File: src/rtl/life_board_top.sv
// rtl/life_board_top.sv - 8x8 Game of Life on a 16x16 red/green LED matrix (optional macro CURSOR_WRAP_EN)
module life_board_top #(
  parameter int GEN_LOG2  = 24,
  parameter int SCAN_LOG2 = 4
) (
  input  logic         CLK,
  input  logic         RST,
  input  logic [3:0]   KEY,
  input  logic         SW_pause,
  input  logic         SW_activate,
  output logic [255:0] RedPixels,
  output logic [255:0] GrnPixels,
  output logic [35:0]  GPIO_1
);

  localparam logic [31:0] GEN_MASK  = (32'd1 << GEN_LOG2) - 32'd1;
  localparam logic [31:0] SCAN_MASK = (32'd1 << SCAN_LOG2) - 32'd1;

  logic [31:0] r_div;
  logic [3:0]  r_key_s1, r_key_s2, r_key_d;
  logic [3:0]  r_cur_x, r_cur_y;
  logic [63:0] r_cells;
  logic [3:0]  r_row;
  logic [35:0] r_gpio;

  logic [3:0]  w_press;
  logic        w_right, w_up, w_down, w_left;
  logic [3:0]  w_x_next, w_y_next;
  logic        w_gen_tick, w_scan_tick;
  logic [2:0]  w_cx, w_cy;
  logic [5:0]  w_cur_idx;
  logic [63:0] w_evolved;
  logic [63:0] w_cells_next;
  logic [3:0]  w_row_next;

  // Cell (y,x) of the playfield; anything outside 1..8 reads as dead.
  function automatic logic cell_at(input logic [63:0] c, input int y, input int x);
    if (y < 1 || y > 8 || x < 1 || x > 8) return 1'b0;
    return c[(y - 1) * 8 + (x - 1)];
  endfunction

  assign w_gen_tick  = ((r_div & GEN_MASK) == 32'd0);
  assign w_scan_tick = ((r_div & SCAN_MASK) == 32'd0);

  // Free-running divider paces generations and row scanning.
  always_ff @(posedge CLK) begin
    if (RST) r_div <= 32'd0;
    else     r_div <= r_div + 32'd1;
  end

  // Two-flop synchronizer plus one delay stage for press detection; idle level is high.
  always_ff @(posedge CLK) begin
    if (RST) begin
      r_key_s1 <= 4'hF;
      r_key_s2 <= 4'hF;
      r_key_d  <= 4'hF;
    end else begin
      r_key_s1 <= KEY;
      r_key_s2 <= r_key_s1;
      r_key_d  <= r_key_s2;
    end
  end

  // One-cycle pulse on the synchronized high-to-low transition only.
  assign w_press = r_key_d & ~r_key_s2;
  assign w_right = w_press[0];
  assign w_up    = w_press[1];
  assign w_down  = w_press[2];
  assign w_left  = w_press[3];

  // Per-axis cursor step; opposing presses cancel, edges clamp or wrap.
  always_comb begin
    w_x_next = r_cur_x;
    w_y_next = r_cur_y;
    if (w_right && !w_left) begin
      if (r_cur_x != 4'd8) w_x_next = r_cur_x + 4'd1;
`ifdef CURSOR_WRAP_EN
      else                 w_x_next = 4'd1;
`endif
    end else if (w_left && !w_right) begin
      if (r_cur_x != 4'd1) w_x_next = r_cur_x - 4'd1;
`ifdef CURSOR_WRAP_EN
      else                 w_x_next = 4'd8;
`endif
    end
    if (w_down && !w_up) begin
      if (r_cur_y != 4'd8) w_y_next = r_cur_y + 4'd1;
`ifdef CURSOR_WRAP_EN
      else                 w_y_next = 4'd1;
`endif
    end else if (w_up && !w_down) begin
      if (r_cur_y != 4'd1) w_y_next = r_cur_y - 4'd1;
`ifdef CURSOR_WRAP_EN
      else                 w_y_next = 4'd8;
`endif
    end
  end

  // Cursor position register, starting at the bottom-right cell.
  always_ff @(posedge CLK) begin
    if (RST) begin
      r_cur_x <= 4'd8;
      r_cur_y <= 4'd8;
    end else begin
      r_cur_x <= w_x_next;
      r_cur_y <= w_y_next;
    end
  end

  // 3-bit subtract maps coordinate 8 to index 7 without needing the top bit.
  assign w_cx      = r_cur_x[2:0] - 3'd1;
  assign w_cy      = r_cur_y[2:0] - 3'd1;
  assign w_cur_idx = {w_cy, w_cx};

  // B3/S23 rule for every cell from a 4-bit neighbour count.
  always_comb begin
    logic [3:0] cnt;
    w_evolved = '0;
    cnt       = 4'd0;
    for (int y = 1; y <= 8; y++) begin
      for (int x = 1; x <= 8; x++) begin
        cnt = 4'd0;
        for (int dy = -1; dy <= 1; dy++) begin
          for (int dx = -1; dx <= 1; dx++) begin
            if (dy != 0 || dx != 0) cnt = cnt + {3'b000, cell_at(r_cells, y + dy, x + dx)};
          end
        end
        w_evolved[(y - 1) * 8 + (x - 1)] = (cnt == 4'd3) ||
                                           (cell_at(r_cells, y, x) && cnt == 4'd2);
      end
    end
  end

  // Evolution on an unpaused tick, then activation wins for the cursor cell.
  always_comb begin
    w_cells_next = r_cells;
    if (w_gen_tick && !SW_pause) w_cells_next = w_evolved;
    if (SW_activate)             w_cells_next[w_cur_idx] = 1'b1;
  end

  // Cell state registers.
  always_ff @(posedge CLK) begin
    if (RST) r_cells <= '0;
    else     r_cells <= w_cells_next;
  end

  // Map cursor and cells onto the 16x16 frame; border rows/columns stay dark.
  always_comb begin
    RedPixels = '0;
    GrnPixels = '0;
    RedPixels[{r_cur_y, r_cur_x}] = 1'b1;
    for (int y = 1; y <= 8; y++) begin
      for (int x = 1; x <= 8; x++) begin
        GrnPixels[y * 16 + x] = r_cells[(y - 1) * 8 + (x - 1)];
      end
    end
  end

  assign w_row_next = w_scan_tick ? r_row + 4'd1 : r_row;

  // Row scanner: the drive word is captured together with the row it belongs to.
  always_ff @(posedge CLK) begin
    if (RST) begin
      r_row  <= 4'd0;
      r_gpio <= '0;
    end else begin
      r_row  <= w_row_next;
      r_gpio <= {w_row_next,
                 GrnPixels[{w_row_next, 4'b0000} +: 16],
                 RedPixels[{w_row_next, 4'b0000} +: 16]};
    end
  end

  assign GPIO_1 = r_gpio;

endmodule

File: config.mk
export PLATFORM = sky130hd
export DESIGN_NAME = life_board_top
export DESIGN_NICKNAME = d
export VERILOG_FILES = /design/src/rtl/life_board_top.sv
export SDC_FILE = /design/constraint.sdc
export NUM_CORES = 1
export LEC_CHECK = 0
export CAP_MARGIN = 20
export CORE_AREA = 2 2 219 221
export DETAILED_ROUTE_END_ITERATION = 6
export DIE_AREA = 0 0 221 223
export SLEW_MARGIN = 20
export SYNTH_ARGS = -nofsm -noshare
export SYNTH_HDL_FRONTEND = slang
export SYNTH_SLANG_ARGS = --single-unit
File: constraint.sdc
create_clock -name CLK -period 3.8 [get_ports CLK]
set_clock_uncertainty 0.05 [all_clocks]
set_input_delay 0.76 -clock CLK [delete_from_list [all_inputs] [get_ports CLK]]
set_output_delay 0.76 -clock CLK [all_outputs]
set_load 0.01 [all_outputs]
# ---- Word-level counts from Yosys, hierarchy flattened
# Cells that the tools add are included.
dict set report totals {
  ff_bits 156
  in_bits 8
  out_inout_bits 548
  elab_cells 672
}
dict set report op_classes {
  addsub 357
  n_lt_le_gt_ge 4
  eq_ne 134
  shift 2
  n_mux 15
  bitwise 3
  n_reduce_logical 148
}
# operator n
set op_table {}
lappend op_table {{$add 4x1->4} 181}
lappend op_table {{$shiftx 256x9->16} 2}
lappend op_table {{$eq 4x2->1 const B} 122}
lappend op_table {{$add 3x1->4} 54}
lappend op_table {{$add 2x1->3} 57}
lappend op_table {{$mux 64} 2}
lappend op_table {{$add 1x1->2} 57}
lappend op_table {{$logic_and 1x1->1} 71}
lappend op_table {{$logic_not 32->1} 2}
lappend op_table {{$logic_or 1x1->1} 64}
lappend op_table {{$or 64x64->64} 1}
lappend op_table {{$mux 4} 9}
lappend op_table {{$add 32x1->32 const B} 1}
lappend op_table {{$eq 3x2->1 const B} 6}
lappend op_table {{$add 4x1->4 const B} 3}
lappend op_table {{$lt 8x9->1 const B} 1}
lappend op_table {{$demux 1 s8} 1}
lappend op_table {{$ge 8x1->1 const B} 1}
lappend op_table {{$ne 4x1->1 const B} 2}
lappend op_table {{$ne 4x4->1 const B} 2}
lappend op_table {{$reduce_bool 2->1} 4}
lappend op_table {{$sub 4x1->4 const B} 2}
lappend op_table {{$lt 6x7->1 const B} 1}
lappend op_table {{$demux 1 s6} 1}
lappend op_table {{8 further kinds} 16}

# ---- Logic depth before layout (Yosys ltp)
dict set report logic_depth {
  ltp_word 13
  depth_mapped 12
}

# ---- Least setup slack after synthesis
# Ideal clock, no wire load.
dict set report synth_timing {
  kind {register to register}
  start {reg r_cells[10]}
  end {reg r_cells[19]}
  setup_ns 0.126
  t_arrival_ns 3.290
  t_required_ns 3.624
  path_slack_ns 0.334
  stages_incl_launch_ff 13
  path_buffers 0
  cell_sequence {dfxtp_1 -> inv_1 -> fa_1 -> fa_1 -> fa_1 -> inv_1 -> ha_1 -> fa_1 -> nand3_1 -> o21ai_0 -> a21oi_1 -> o22ai_1 -> nor2b_1}
}
dict set report synth_via {
  elab_chain_cells 13
  word_cells_on_any_way 14
  classes_between {add/sub (7); eq/ne (2); mux (2); bitwise (1); reduce/logical (2)}
}
# element line
set synth_lines {}
lappend synth_lines {{start, declared} 22} ;# logic [63:0] r_cells;
lappend synth_lines {{start signal, assigned} 144} ;# else r_cells <= w_cells_next;
lappend synth_lines {{$add 1x1->2 (*)} 125} ;# if (dy != 0 || dx != 0) cnt = cnt + {3'b000, cell_at(r_cells, y + dy, x + dx)};
lappend synth_lines {{$add 2x1->3 (*)} 125}
lappend synth_lines {{$add 3x1->4 (*)} 125}
lappend synth_lines {{$add 4x1->4 (*) (4 in a row)} 125}
lappend synth_lines {{$eq 4x2->1} 129} ;# (cell_at(r_cells, y, x) && cnt == 4'd2);
lappend synth_lines {{$logic_and 1x1->1} 129}
lappend synth_lines {{$logic_or 1x1->1 (*)} 128} ;# w_evolved[(y - 1) * 8 + (x - 1)] = (cnt == 4'd3) ||
lappend synth_lines {{$mux 64 (*)} 137} ;# if (w_gen_tick && !SW_pause) w_cells_next = w_evolved;
lappend synth_lines {{$or 64x64->64 (no line)} --}
lappend synth_lines {{$mux 64 (*)} 138} ;# if (SW_activate) w_cells_next[w_cur_idx] = 1'b1;
# Mark *: on every way between the ends. The rest lies on a longest branch, timed or not.
# A chain may end at the register's enable or synchronous reset.

# ---- Worst setup path in the final report
dict set report layout_timing {
  start {reg r_cur_x[0]}
  end {out RedPixels[98]}
}
dict set report layout_via {
  elab_chain_cells 4
  word_cells_on_any_way 5
  classes_between {order compare (2); mux (2); reduce/logical (1)}
}
# element line
set layout_lines {}
lappend layout_lines {{start, declared} 21} ;# logic [3:0] r_cur_x, r_cur_y;
lappend layout_lines {{start signal, assigned} 105} ;# r_cur_x <= w_x_next;
lappend layout_lines {{$lt 8x9->1 (implied by the code) / $ge 8x1->1 (equally long branches)} 151} ;# RedPixels[{r_cur_y, r_cur_x}] = 1'b1;
lappend layout_lines {{$logic_and 1x1->1 (implied by the code)} 151}
lappend layout_lines {{$mux 1 (implied by the code)} 151}
lappend layout_lines {{$demux 1 s8 (*)} --}
lappend layout_lines {{end, declared} 11} ;# output logic [255:0] RedPixels,
# Marked as above.

==> impl_results.md <==
* Total Die Area at 0.04928 mm^2
* Final Hold Vio Count at 0
* Global-route wire length before repair at 83.37 mm
* Outcome: completed
* Worst-Margin Slew at 1.001 ns
* Starting DRT DRC Count at 721
* Critical R2R Capture: r_cells[13]
* Most frequent cells in the layout: nor2_1 (371), clkdlybuf4s50_1 (354), inv_1 (299)
* Post-synthesis instance total at 2014
* VDD IR max at 0.0003514 V
* Worst setup EP type: output pin
* Routability cong. at 0.8492
* Final Setup Violations at 0
* Clk_lat worst skew at 0.44 ns
* Synth cell types at 51
* Area contributors post-synth: fa_1 (24%), dfxtp_1 (16%), ha_1 (11%), buf_4 (9.1%), nor2_1 (8.5%)
* Most common cell after layout, fill and taps aside: nor2_1
* Row count at 80
* Reg2reg start: r_cells[4]
* Share of layout cells above drive strength 1 at 6.833%
* Crit Path Class: register to output pin
* Starting Density at 35.02%
* Core Region at 0.04715 mm^2
* FF-to-FF path depth at 12
* CTS tree: built
* Slew Viols, Final at 0
* WHS Endpoint: r_key_s2[1]
* # Post-CTS Setup Buffers at 0
* Final period utilization at 95.87%
* Antenna Nets Post-Route at 0
* Reg2reg setup slack at 0.28 ns
* DRC at 0
* CP arrival at 2.83 ns
* Synthesized area per cell at 8.197 um^2
* Util after Layout at 44.80%
* Die height at 223 um
* I/O Buffers at 355
* Post-route setup TNS at 0 ns
* Unrepaired setup endpoints after global routing: false
* Register area share after synthesis at 16.49%
* Synth Register Bits at 136
* CP max FO at 11
* Vias at 14420
* DRT Pass-1 Iters at 5
* N_diodes at 0
* Post-synth EDFFs at 0
* LEAKAGE at 9.511 nW
* Hold_sp: r_key_s1[1]
* TritonCTS buffer count at 17
* CTS Buffer Depth at 2
* Largest area contributor in the netlist: fa_1
* Async SR Flop Fraction at 0%
* Post-synth top flop: dfxtp_1
* Synthesized area at 0.01651 mm^2
* Vias in the first global route at 13950
* Pin count of the biggest net entering global routing at 63
* Worst Setup Start Kind: register
* Power Dens Cells at 573.3 mW/mm^2
* Worst slew margin at 32.99%
* Area growth from synthesis to layout at 27.94%
* IO Count at 556
* H-tree levels at 4
* Drt total wl at 54.99 mm
* Min Tclk post-route at 3.643 ns
* CP Data Required Time at 2.99 ns
* Max Clk Rate at 0.2745 GHz
* Drt via density at 4.783
* Clock root cell: clkbuf_16
* Die X-Extent at 221 um
* Hold Path Stages at 1
* Min setup slack post-route at 0.1568 ns
* Ys Warns at 0
* Clock sink count at 136
* Hold WC Path Type: register to register
* Nets at 2742
* HPWL Detailed at 43.29 mm
* Yosys top cell area share at 23.77%
* Gr ovfl total at 0
* Setup WS pre-CTS at 0.2840 ns
* Max-cap check violation count at 0
* Avg WL per Cell at 18.24 um
* Clk pin slew, worst setup/hold paths at 0.06 ns
* Initial antenna violation count at 2
* GRT Util Overall at 21.80%
worst max-delay path by stage:
stage	start	end	cells after the start
floorplan	r_cells[10]	r_cells[19]	12
global placement	r_cells[37]	r_cells[46]	12
detailed placement	r_cells[19]	r_cells[20]	12
CTS	r_cur_y[0]	RedPixels[235]	6
global route	r_cur_x[0]	RedPixels[98]	6
finish	r_cur_x[0]	RedPixels[98]	6
Yosys cell counts, types with 4 or more instances:
library cell / count
xnor2_1: 17
a22oi_1: 11
nor4_1: 5
a2111oi_0: 4
nor2_1: 372
nand4_1: 13
o22ai_1: 14
clkbuf_1: 77
or3_1: 4
ha_1: 150
nor3_1: 5
or2_2: 13
nor2b_1: 24
nand2_1: 68
o2bb2ai_1: 8
mux2i_1: 13
o22a_1: 46
mux4_2: 10
inv_1: 299
dfxtp_1: 136
o21ai_0: 44
buf_4: 200
nand3_1: 55
nand2b_1: 9
buf_2: 6
fa_1: 196
xor2_1: 16
nor2_2: 10
a21oi_1: 154
through the flow:
stage / hold WS (ns) / power (W) / area (um^2) / std cells
final: 0.3575 / 0.01211 / 21120 / 3015
after global routing: 0.3717 / 0.01343 / 21120 / 3015
after detailed placement: 0.3441 / 0.01017 / 20440 / 2984
after floorplan: 0.3395 / 0.007531 / 17260 / 2213
after CTS: 0.3586 / 0.01222 / 21120 / 3015
after global placement: 0.3431 / 0.009780 / 20440 / 2984
power by group:
part / switching (W) / leakage (nW) / total [W] / internal [W]
logic: 0.00463 / 8.08 / 0.00810 / 0.00347
registers: 0.000335 / 1.10 / 0.00203 / 0.00170
clock network: 0.000712 / 0.325 / 0.00197 / 0.00126
sequential cells by signal, indices dropped and copies added, names as in the netlist:
register,count
r_cells,64
GPIO_1,24
r_div,24
r_cur_x,4
r_cur_y,4
r_key_d,4
r_key_s1,4
r_key_s2,4
r_row,4
kinds of logic (layout without fill, tap and decap cells):
family	count (synthesis)	in the layout	share of synthesized area (%)
muxes	23	23	2.152
xor gates and xnor gates	33	33	1.751
buffers and inverters	587	774	18.03
adders and majority gates	346	346	35.14
AOI/OAI and AO/OA	293	293	10.72
and+or+nand+nor	595	595	15.70
DFF	136	136	16.49
other	1	200	0.02272
worst max-delay path, stage by stage (launching register included):
cell             delay [ns]
dfxtp_1                0.59
inv_1                  0.22
ha_1                   0.32
nand2_1                0.37
buf_4                  0.29
nor2_1                 0.06
clkdlybuf4s50_1        0.52
repair_timing:
| item | 4_1_cts | 5_1_grt |
|---|---|---|
| hold buffers | 0 | 0 |
| setup endpoints to repair | 0 | 6 |
| resized for setup | 0 | 1 |
layer usage:
metal	part of all wire [%]	global-route usage [%]	vias up	routed length [um]
li1	-	-	6742	-
met3	6.0	3.977	78	3284
met4	2.4	6.668	4	1340
met2	50	37.88	518	27310
met1	42	27.46	7080	23020
met5	0.055	0	-	30
area by class of cell:
type / count / area [um^2]
Fill cell: 4681 / 26020
Multi-Input combinational cell: 1490 / 11590
Clock buffer: 19 / 452.9
Inverter: 299 / 1122
Clock inverter: 12 / 222.7
Tap cell: 615 / 769.5
Timing Repair Buffer: 444 / 4244
Sequential cell: 136 / 2723
No activity file was read; power rests on OpenSTA's default activity.
==> variant: new RTL, same settings <==
The option `CURSOR_WRAP_EN` is turned on by a define.
--- a/src/rtl/life_board_top.sv
+++ b/src/rtl/life_board_top.sv
@@ -1,2 +1,4 @@
 // rtl/life_board_top.sv - 8x8 Game of Life on a 16x16 red/green LED matrix (optional macro CURSOR_WRAP_EN)
+`define CURSOR_WRAP_EN
+
 module life_board_top #(
Behaviour: not the same (Yosys sat finds a counterexample within 4 cycles, from zero or initial values and one cycle with RST high).
==> variant against the unedited design <==
Routed wire length is 0.69% higher; fmax is 0.12% lower; worst setup slack worse by 0.0045 ns; global-route usage is 0.23 points higher; sequential power hardly changed; die area stayed put; non-clock buffer count is 2 higher; critical path depth is 1 lower; area after synthesis hardly changed; design area is 0.49% lower; sequential cell count stayed put; count of clock-buffer cells in the layout is 2 lower; core utilization is 0.22 points lower; critical endpoint is now RedPixels[32]; total power is 7.3% lower.
==> variant: results (changes against the unedited design) <==
[logic_synthesis]
synthArstFlopShare_pct=0  ; unchanged
ys_seq_area_share_pct=16.5  ; about the same
synth.top_cells.by_area=fa_1 24%, dfxtp_1 16%, ha_1 11%, buf_4 9.1%, nor2_1 8.4%
ys_warn_count=0  ; unchanged
synth.distinct_cells=55  ; +7.8%
ys_top_cells_by_count=370 x nor2_1, 293 x inv_1, 200 x buf_4, 196 x fa_1, 155 x a21oi_1
post_synth_fa_ha_maj_area_fraction_pct=35.0  ; -0.15 points
synth-compound-area-share_pct=12.7  ; +2.0 points
synthMuxAreaShare_pct=0.697  ; -1.5 points
synth_xor_area_share_pct=1.43  ; -0.32 points

[cells_and_area]
fillers=4679  ; -0.043%
largest_register_ffs=64  ; unchanged
final_layout_size_suffix_gt1_share_pct=6.39  ; -0.44 points
antenna_cells=0  ; unchanged
nets=2763  ; +0.77%

[global_route]
antenna_found_initial=0  ; -2
grt_pass1_vias=14500  ; +3.7%
grt_max_degree=67  ; +6.3%
grt.total_usage_pct=22.0  ; +0.23 points
grt_pass1_wl_mm=84.6  ; +1.4%

[timing]
worst_slew_pin_slew_ns=0.843  ; -0.159 ns

[job]
cap_violations=0  ; unchanged

[status]
status=complete, no violations

[cts]
clockRootBuffer=clkbuf_16
htree_num_levels=4  ; unchanged
cts_buffer_depth=2  ; unchanged
clock_latency_ns=0.44  ; about the same

[placement]
pre_cts_ws_ns=0.274  ; -0.00967 ns
dp_hpwl_mm=44.3  ; +2.3%
place_congestion=0.861  ; +1.4%

[power]
p_leak_nw=9.44  ; -0.73%
ir_drop_mv=0.385  ; +9.6%

[setup_path]
cp.arrival_ns=2.84  ; about the same
cp_max_fo=16  ; +5

[detailed_routing]
viasPerCell=4.85  ; +1.5%
drt_first_pass_iters=7  ; +2
drc=0  ; unchanged
wire_per_inst_um=18.2  ; -0.11%
drt_iter0_drc=911  ; +26%

==> variant: cell count changes in the layout (fill, tap and decap cells not counted), sizes merged, moves of 9 or more <==
cell / delta
nand2: +14
o21ai: +14
a211oi: +10
o22ai: -9
==> variant: repair_timing <==
| action | 4_1_cts | 5_1_grt |
|---|---|---|
| resized for setup | 0 | 2 |
| setup endpoints to repair | 0 | 30 |
| hold buffers | 0 | 0 |
==> variant: worst paths after layout <==
kind	from	endpoint	slack, ns	cells after the start
min	r_key_s1[1]	r_key_s2[1]	0.37	1
max reg2reg	r_cells[19]	r_cells[27]	0.26	12
min reg2reg	r_key_s1[1]	r_key_s2[1]	0.37	1
max	r_cur_y[0]	RedPixels[32]	0.15	5
==> variant: per-stage QoR <==
stage | hold slack [ns] | total power (W) | cell area, sq um | std cells | util (%)
after global placement | 0.355 | 0.00933 | 20400 | 3007 | 43.4
final | 0.371 | 0.0112 | 21000 | 3039 | 44.6
after CTS | 0.374 | 0.0113 | 21000 | 3039 | 44.6
after floorplan | 0.339 | 0.00720 | 17300 | 2235 | -
after detailed placement | 0.357 | 0.00962 | 20400 | 3007 | 43.4
after global routing | 0.400 | 0.0126 | 21000 | 3039 | 44.6
==> variant: logic make-up after synthesis <==
| group | count (synthesis) |
|---|---|
| xor+xnor | 27 |
| fa+ha+maj | 344 |
| other cells | 1 |
| flops | 136 |
| mux | 9 |
| simple gates | 601 |
| compound gates | 336 |
| buf+inv | 582 |
==> variant: power by group <==
group          switching, W  internal (W)  leakage, nW  total [W]
logic               0.00434       0.00322         8.07    0.00756
clock network      0.000769      0.000862        0.272    0.00163
registers          0.000339       0.00169         1.10    0.00203
==> variant: cell type report <==
| cell class | count | area, sq um | area share, % |
|---|---|---|---|
| Clock inverter | 15 | 135 | 0.643 |
| Clock buffer | 17 | 425 | 2.02 |
| Inverter | 293 | 1100 | 5.23 |
| Sequential cell | 136 | 2720 | 13.0 |
| Timing Repair Buffer | 446 | 4280 | 20.4 |
| Tap cell | 615 | 769 | 3.66 |
| Multi-Input combinational cell | 1517 | 11600 | 55.1 |
==> variant: layer usage <==
layer	share of wire [%]	up-vias	global-route usage [%]	wire length, um
met2	47	579	36.5	26200
met5	0	-	0	0
met3	7.1	68	4.16	3950
met4	1.8	0	5.54	986
li1	-	6874	-	-
met1	44	7229	29.6	24200
==> variant: worst max-delay path, cell delays in order (launching register included) <==
cell and delay (ns):
dfxtp_1 0.40, inv_1 0.27, ha_1 0.34, nand2_1 0.49, nor2_1 0.24, clkdlybuf4s50_1 0.64
